## config.mk

```make
export PLATFORM = sky130hd
export DESIGN_NAME = layer_cfg_master
export DESIGN_NICKNAME = d
export VERILOG_FILES = /design/src/rtl/layer_cfg_pkg.sv /design/src/rtl/layer_cfg_timeout_cnt.sv /design/src/rtl/layer_cfg_master.sv
export SDC_FILE = /design/constraint.sdc
export NUM_CORES = 1
export LEC_CHECK = 0
export CORE_MARGIN = 8
export CORE_UTILIZATION = 45
export DETAILED_ROUTE_END_ITERATION = 16
export GPL_TIMING_DRIVEN = 0
export PLACE_DENSITY = 0.85
export SLEW_MARGIN = 20
export SYNTH_ARGS = -nofsm -noshare
export SYNTH_HDL_FRONTEND = slang
export SYNTH_SLANG_ARGS = --single-unit
export TNS_END_PERCENT = 20
```

## constraint.sdc

```tcl
create_clock -name axi_clk -period 6.1 [get_ports axi_clk]
set_clock_uncertainty 0.1 [all_clocks]
set_input_delay 0.61 -clock axi_clk [delete_from_list [all_inputs] [get_ports axi_clk]]
set_output_delay 0.61 -clock axi_clk [all_outputs]
set_load 0.05 [all_outputs]
```

## src/rtl/layer_cfg_pkg.sv

```systemverilog
// Shared definitions for the layer control-register initiator:
// FSM encodings, default bus geometry and timeout counter sizing.
package layer_cfg_pkg;

   localparam int DEF_BUS_WIDTH      = 32;
   localparam int DEF_ADDR_WIDTH     = 10;
   localparam int DEF_TIMEOUT_CYCLES = 1024;
   localparam int DEF_TO_CNT_W       = $clog2(DEF_TIMEOUT_CYCLES);

   typedef logic [2:0] state_t;

   localparam state_t ST_IDLE    = 3'd0;
   localparam state_t ST_WR_REQ  = 3'd1;
   localparam state_t ST_WR_RESP = 3'd2;
   localparam state_t ST_RD_REQ  = 3'd3;
   localparam state_t ST_RD_DATA = 3'd4;
   localparam state_t ST_RSP     = 3'd5;

   function automatic int to_cnt_width(input int cycles);
      return (cycles > 2) ? $clog2(cycles) : 1;
   endfunction

endpackage

```

## src/rtl/layer_cfg_timeout_cnt.sv

```systemverilog
// Per-transaction watchdog: cleared at command acceptance, counts while a bus
// transaction is outstanding, flags expiry at LIMIT-1 and saturates there.
module cfg_timeout_cnt
   import layer_cfg_pkg::*;
#(
   parameter int LIMIT = DEF_TIMEOUT_CYCLES,
   parameter int CNT_W = DEF_TO_CNT_W
) (
   input  logic clk,
   input  logic rst_n,
   input  logic clear,
   input  logic enable,
   output logic expired
);

   localparam logic [CNT_W-1:0] LAST = CNT_W'(LIMIT - 1);
   localparam logic [CNT_W-1:0] ONE  = {{(CNT_W-1){1'b0}}, 1'b1};

   logic [CNT_W-1:0] count_r;
   logic             expired_s;

   assign expired_s = (count_r == LAST);
   assign expired   = expired_s;

   // Cycle counter with clear priority over enable.
   always_ff @(posedge clk or negedge rst_n) begin
      if (!rst_n) begin
         count_r <= {CNT_W{1'b0}};
      end else if (clear) begin
         count_r <= {CNT_W{1'b0}};
      end else if (enable && !expired_s) begin
         count_r <= count_r + ONE;
      end else begin
         count_r <= count_r;
      end
   end

endmodule

```

## src/rtl/layer_cfg_master.sv

```systemverilog
// Single-command AXI4-Lite-style initiator for a CNN layer's control slave.
// Every output is a flop loaded from the next-state logic below.
module layer_cfg_master
   import layer_cfg_pkg::*;
#(
   parameter int AXI_BUS_WIDTH  = DEF_BUS_WIDTH,
   parameter int AXI_ADDR_WIDTH = DEF_ADDR_WIDTH,
   parameter int TIMEOUT_CYCLES = DEF_TIMEOUT_CYCLES
) (
   input  logic                      axi_clk,
   input  logic                      axi_reset_n,
   input  logic                      cmd_valid,
   output logic                      cmd_ready,
   input  logic                      cmd_write,
   input  logic [AXI_ADDR_WIDTH-1:0] cmd_addr,
   input  logic [AXI_BUS_WIDTH-1:0]  cmd_wdata,
   output logic                      rsp_valid,
   input  logic                      rsp_ready,
   output logic [AXI_BUS_WIDTH-1:0]  rsp_rdata,
   output logic                      rsp_timeout,
   output logic                      rsp_last_err,
   output logic                      busy,
   output logic [AXI_ADDR_WIDTH-1:0] m_axi_awaddr,
   output logic                      m_axi_awvalid,
   input  logic                      m_axi_awready,
   output logic [AXI_BUS_WIDTH-1:0]  m_axi_wdata,
   output logic                      m_axi_wvalid,
   input  logic                      m_axi_wready,
   input  logic                      m_axi_bvalid,
   output logic                      m_axi_bready,
   output logic [AXI_ADDR_WIDTH-1:0] m_axi_araddr,
   output logic                      m_axi_arvalid,
   input  logic                      m_axi_arready,
   input  logic [AXI_BUS_WIDTH-1:0]  m_axi_rdata,
   input  logic                      m_axi_rvalid,
   input  logic                      m_axi_rlast,
   output logic                      m_axi_rready
);

   localparam int CNT_W = to_cnt_width(TIMEOUT_CYCLES);
   localparam logic [AXI_BUS_WIDTH-1:0]  ZERO_DATA = {AXI_BUS_WIDTH{1'b0}};
   localparam logic [AXI_ADDR_WIDTH-1:0] ZERO_ADDR = {AXI_ADDR_WIDTH{1'b0}};

   state_t                      state_r, state_s;
   logic                        cmd_ready_r, busy_r;
   logic [AXI_ADDR_WIDTH-1:0]   addr_r, addr_s;
   logic [AXI_BUS_WIDTH-1:0]    wdata_r, wdata_s;
   logic                        awvalid_r, awvalid_s, wvalid_r, wvalid_s, bready_r, bready_s;
   logic                        arvalid_r, arvalid_s, rready_r, rready_s;
   logic                        rsp_valid_r, rsp_valid_s, rsp_timeout_r, rsp_timeout_s;
   logic                        rsp_last_err_r, rsp_last_err_s;
   logic [AXI_BUS_WIDTH-1:0]    rsp_rdata_r, rsp_rdata_s;
   logic                        cnt_clear_s, cnt_en_s, to_expired_s;
   logic                        aw_done_s, w_done_s, finish_s, abort_s;

   assign aw_done_s = !awvalid_r || m_axi_awready;
   assign w_done_s  = !wvalid_r  || m_axi_wready;
   assign cnt_en_s  = (state_r == ST_WR_REQ) || (state_r == ST_WR_RESP) ||
                      (state_r == ST_RD_REQ) || (state_r == ST_RD_DATA);
   // A response arriving in the expiry cycle still completes normally.
   assign finish_s  = ((state_r == ST_WR_RESP) && m_axi_bvalid) ||
                      ((state_r == ST_RD_DATA) && m_axi_rvalid);
   assign abort_s   = cnt_en_s && to_expired_s && !finish_s;

   cfg_timeout_cnt #(
      .LIMIT (TIMEOUT_CYCLES),
      .CNT_W (CNT_W)
   ) u_timeout (
      .clk     (axi_clk),
      .rst_n   (axi_reset_n),
      .clear   (cnt_clear_s),
      .enable  (cnt_en_s),
      .expired (to_expired_s)
   );

   // Next-state and next-output computation for the transaction FSM.
   always_comb begin
      state_s        = state_r;
      addr_s         = addr_r;
      wdata_s        = wdata_r;
      awvalid_s      = awvalid_r;
      wvalid_s       = wvalid_r;
      bready_s       = bready_r;
      arvalid_s      = arvalid_r;
      rready_s       = rready_r;
      rsp_valid_s    = rsp_valid_r;
      rsp_rdata_s    = rsp_rdata_r;
      rsp_timeout_s  = rsp_timeout_r;
      rsp_last_err_s = rsp_last_err_r;
      cnt_clear_s    = 1'b0;
      case (state_r)
         ST_IDLE: begin
            if (cmd_valid && cmd_ready_r) begin
               cnt_clear_s = 1'b1;
               addr_s      = cmd_addr;
               if (cmd_write) begin
                  wdata_s   = cmd_wdata;
                  awvalid_s = 1'b1;
                  wvalid_s  = 1'b1;
                  state_s   = ST_WR_REQ;
               end else begin
                  arvalid_s = 1'b1;
                  state_s   = ST_RD_REQ;
               end
            end else begin
               state_s = ST_IDLE;
            end
         end
         ST_WR_REQ: begin
            awvalid_s = awvalid_r && !m_axi_awready;
            wvalid_s  = wvalid_r  && !m_axi_wready;
            if (aw_done_s && w_done_s) begin
               bready_s = 1'b1;
               state_s  = ST_WR_RESP;
            end else begin
               state_s = ST_WR_REQ;
            end
         end
         ST_WR_RESP: begin
            if (m_axi_bvalid) begin
               bready_s       = 1'b0;
               rsp_valid_s    = 1'b1;
               rsp_rdata_s    = ZERO_DATA;
               rsp_timeout_s  = 1'b0;
               rsp_last_err_s = 1'b0;
               state_s        = ST_RSP;
            end else begin
               state_s = ST_WR_RESP;
            end
         end
         ST_RD_REQ: begin
            if (m_axi_arready) begin
               arvalid_s = 1'b0;
               rready_s  = 1'b1;
               state_s   = ST_RD_DATA;
            end else begin
               state_s = ST_RD_REQ;
            end
         end
         ST_RD_DATA: begin
            if (m_axi_rvalid) begin
               rready_s       = 1'b0;
               rsp_valid_s    = 1'b1;
               rsp_rdata_s    = m_axi_rdata;
               rsp_timeout_s  = 1'b0;
               rsp_last_err_s = !m_axi_rlast;
               state_s        = ST_RSP;
            end else begin
               state_s = ST_RD_DATA;
            end
         end
         ST_RSP: begin
            if (rsp_ready) begin
               rsp_valid_s    = 1'b0;
               rsp_rdata_s    = ZERO_DATA;
               rsp_timeout_s  = 1'b0;
               rsp_last_err_s = 1'b0;
               state_s        = ST_IDLE;
            end else begin
               state_s = ST_RSP;
            end
         end
         default: begin
            state_s        = ST_IDLE;
            awvalid_s      = 1'b0;
            wvalid_s       = 1'b0;
            bready_s       = 1'b0;
            arvalid_s      = 1'b0;
            rready_s       = 1'b0;
            rsp_valid_s    = 1'b0;
            rsp_rdata_s    = ZERO_DATA;
            rsp_timeout_s  = 1'b0;
            rsp_last_err_s = 1'b0;
         end
      endcase
      // Abort drops every bus handshake at once; the layer is reset afterwards.
      if (abort_s) begin
         awvalid_s      = 1'b0;
         wvalid_s       = 1'b0;
         bready_s       = 1'b0;
         arvalid_s      = 1'b0;
         rready_s       = 1'b0;
         rsp_valid_s    = 1'b1;
         rsp_rdata_s    = ZERO_DATA;
         rsp_timeout_s  = 1'b1;
         rsp_last_err_s = 1'b0;
         state_s        = ST_RSP;
      end else begin
         state_s = state_s;
      end
   end

   // State and registered output flops.
   always_ff @(posedge axi_clk or negedge axi_reset_n) begin
      if (!axi_reset_n) begin
         state_r        <= ST_IDLE;
         cmd_ready_r    <= 1'b0;
         busy_r         <= 1'b0;
         addr_r         <= ZERO_ADDR;
         wdata_r        <= ZERO_DATA;
         awvalid_r      <= 1'b0;
         wvalid_r       <= 1'b0;
         bready_r       <= 1'b0;
         arvalid_r      <= 1'b0;
         rready_r       <= 1'b0;
         rsp_valid_r    <= 1'b0;
         rsp_rdata_r    <= ZERO_DATA;
         rsp_timeout_r  <= 1'b0;
         rsp_last_err_r <= 1'b0;
      end else begin
         state_r        <= state_s;
         cmd_ready_r    <= (state_s == ST_IDLE);
         busy_r         <= (state_s != ST_IDLE);
         addr_r         <= addr_s;
         wdata_r        <= wdata_s;
         awvalid_r      <= awvalid_s;
         wvalid_r       <= wvalid_s;
         bready_r       <= bready_s;
         arvalid_r      <= arvalid_s;
         rready_r       <= rready_s;
         rsp_valid_r    <= rsp_valid_s;
         rsp_rdata_r    <= rsp_rdata_s;
         rsp_timeout_r  <= rsp_timeout_s;
         rsp_last_err_r <= rsp_last_err_s;
      end
   end

   assign cmd_ready     = cmd_ready_r;
   assign busy          = busy_r;
   assign m_axi_awaddr  = addr_r;
   assign m_axi_araddr  = addr_r;
   assign m_axi_wdata   = wdata_r;
   assign m_axi_awvalid = awvalid_r;
   assign m_axi_wvalid  = wvalid_r;
   assign m_axi_bready  = bready_r;
   assign m_axi_arvalid = arvalid_r;
   assign m_axi_rready  = rready_r;
   assign rsp_valid     = rsp_valid_r;
   assign rsp_rdata     = rsp_rdata_r;
   assign rsp_timeout   = rsp_timeout_r;
   assign rsp_last_err  = rsp_last_err_r;

endmodule

```

==> qor.txt <==
status: finished, final reports clean
Rows: 34
GPL Wtd Cong: 0.911
final wirelength: 12100 µm
clk sinks: 97
post-CTS setup buffers: 0
fin nets: 609
Slew @ Worst Pin: 0.704 ns
Core ar.: 8720 µm²
Post-synth ARST share: 100%
Die ar.: 12300 µm²
Detailed Place HPWL: 9560 µm
Yosys reg bits: 97
H-tree levels: 3
sequential fraction of the synthesis area: 59.8%
vias in the first global route: 3464
sw frac: 47.9%
io pins: 179
ranking of synthesized cells by area: dfrtp_1 (60%), mux2_2 (8.9%), a22o_1 (7.1%), nand2_1 (4.0%), buf_4 (1.9%)
internal power: 1850 µW
pin count of the biggest net entering global routing: 59
YS warnings: 0
Max Freq: 390 MHz
initial antenna violation count: 0
Starting Density: 46.5%
Tcrit/Tclk final: 42.0%
EDFF count, synth: 0
CTS Buf Count: 9
port bufs: 178
post-route ant nets: 0
Final Power: 3550 µW
layout cells sized above 1: 14.4%
die height: 111 µm
MaxCap Viol Count: 0
reg2reg end: rsp_rdata[24]
FF-to-FF Start: state_r[1]
leak pwr: 0.00274 µW
setup_tns: 0 ns
most common cell in the synthesized netlist: dfrtp_1
Synth area leader: dfrtp_1
first-pass GRT wire length: 19500 µm
CTS max path bufs: 2
ANT cells: 0
CP Class: in -> reg
final setup fails: 0
filler cell count: 633
Syn Nets: 419
Yosys top cell area share: 59.8%
routed via count: 3330
post-cts sizing count: 0
Syn Inst Count: 333
Die W: 111 µm
endpoints failing hold: 0
worst min path class: in -> async
worst reg-to-reg path cell count: 8
internal reg-to-reg setup slack: 3.78 ns
DR vias/cell: 5.24
Critical Path Start: m_axi_bvalid
crit path capture: rsp_rdata[24]
Avg Synthesized Cell Area: 12.2 µm²
Comb pwr share: 58.7%
Max IR drop VDD: 283 µV
Starting DRT DRC Count: 125
Switch Pwr: 1700 µW
CP Capture Type: flip-flop
CTS tree: done
max-slew violation count: 0
Rel. slew slack: 52.4%
Worst EP required: 6.23 ns
CTS root buffer: clkbuf_8
Worst-Skew Late Latency: 0.34 ns
Reg clk slew, reported paths: 0.10 ns
pwr/cell area: 571 nW/µm²
Reg power frac: 29.4%
drc violations: 0
Layout area overhead: 52.9%
Total GRT Usage: 19.4%
grt total ovfl: 0
clock share of power: 11.9%
Distinct cells, synth: 48
critical path arrival: 2.69 ns
RSZ-0062 raised after global routing: false
first drt pass iteration count: 4
Startpoint Class: primary input
wire per inst: 19.0 µm
cts hold-fix bufs: 0
Main synth FF type: dfrtp_1
Commonest cells post-synth: dfrtp_1 (97), nand2_1 (43), a22o_1 (33)
Crit Path Max Fanout: 10
fin crit period: 2.56 ns
Synth Cell Area: 4060 µm²
==> critical path: stages <==
cell             delay [ns]
clkdlybuf4s50_1        0.46
nand2b_1               0.17
a21o_1                 0.20
a2111oi_4              0.62
nor2b_2                0.09
buf_6                  0.16
buf_6                  0.13
a22o_1                 0.24
==> layout make-up <==
type                            instances  area, µm²  share of cell area, %
Buffer                                 30        194                   3.13
Clock buffer                            9        124                   2.00
Clock inverter                          7       76.3                   1.23
Inverter                                9       33.8                  0.545
Multi-Input combinational cell        197       1400                   22.6
Sequential cell                        97       2430                   39.1
Tap cell                              108        135                   2.18
Timing Repair Buffer                  179       1810                   29.2
==> registers in the layout (all words and copies together), names as in the netlist <==
register,cells
m_axi_bready,1
rsp_timeout,1
rsp_valid,1
m_axi_awvalid,1
rsp_rdata,32
state_r,3
m_axi_wvalid,1
m_axi_wdata,32
m_axi_rready,1
rsp_last_err,1
u_timeout.count_r,10
busy,1
m_axi_araddr,10
cmd_ready,1
m_axi_arvalid,1
==> how the worst min path moves through the flow <==
| stage | from | to | cells after the start |
|---|---|---|---|
| after floorplan | axi_reset_n | busy | 0 |
| after global placement | rsp_timeout | rsp_timeout | 1 |
| after detailed placement | rsp_timeout | rsp_timeout | 1 |
| after CTS | axi_reset_n | m_axi_wdata[29] | 1 |
| after global routing | axi_reset_n | m_axi_wdata[30] | 1 |
| final | axi_reset_n | m_axi_wdata[6] | 1 |
==> per-layer routing <==
metal / GRT usage [%] / wire length (µm) / vias to the layer above
met5: 0 / 0 / -
met1: 23.6 / 4930 / 1607
li1: - / - / 1564
met4: 4.95 / 147 / 0
met2: 32.6 / 6020 / 146
met3: 5.79 / 958 / 13
==> stage by stage <==
stage / worst slack, ns / hold WS [ns] / area, µm² / util, % / instances
after floorplan: 3.91 / 0.214 / 4060 / - / 333
after global placement: 0.813 / 0.372 / 5970 / 68.5 / 619
after detailed placement: 3.18 / 0.365 / 6000 / 68.8 / 620
after CTS: 3.55 / 0.0575 / 6200 / 71.1 / 636
after global routing: 3.43 / 0.0678 / 6200 / 71.1 / 636
final: 3.54 / 0.0513 / 6200 / 71.1 / 636
==> placed cells by master (no fill, tap or decap), drive strengths merged, types with 3 or more instances in the layout <==
| cell type | synthesis | layout |
|---|---|---|
| a21oi | 10 | 10 |
| nor2b | 4 | 4 |
| o21ai | 6 | 6 |
| clkbuf | 9 | 18 |
| clkdlybuf4s50 | 0 | 177 |
| a22o | 33 | 33 |
| inv | 9 | 11 |
| nor2 | 10 | 10 |
| a21o | 5 | 5 |
| nor3 | 7 | 7 |
| nand3 | 6 | 6 |
| buf | 21 | 23 |
| dfrtp | 97 | 97 |
| nand2 | 43 | 43 |
| a211o | 3 | 3 |
| and3 | 3 | 3 |
| mux2 | 32 | 32 |
| or3 | 4 | 4 |
==> power groups by stage <==
stage	clock [µW]	sequential [µW]	combinational (µW)
finish	423	1040	2080
floorplan	0	1770	646
global route	461	1080	2180
global placement	0	1040	2050
CTS	435	1040	2100
detailed placement	0	1060	2090
==> cells by family after synthesis <==
kind of cell             count (synthesis)  share of synthesized area [%]
buffers and inverters                   39                           5.61
AND/OR/NAND/NOR                         85                           9.74
XOR/XNOR                                 3                          0.648
multiplexers                            33                           9.13
flip-flops                              97                           59.8
adder cells (fa/ha/maj)                  1                          0.308
AO/OA/AOI/OAI                           75                           14.7
Note: power is estimated with default switching activity, not from simulation.
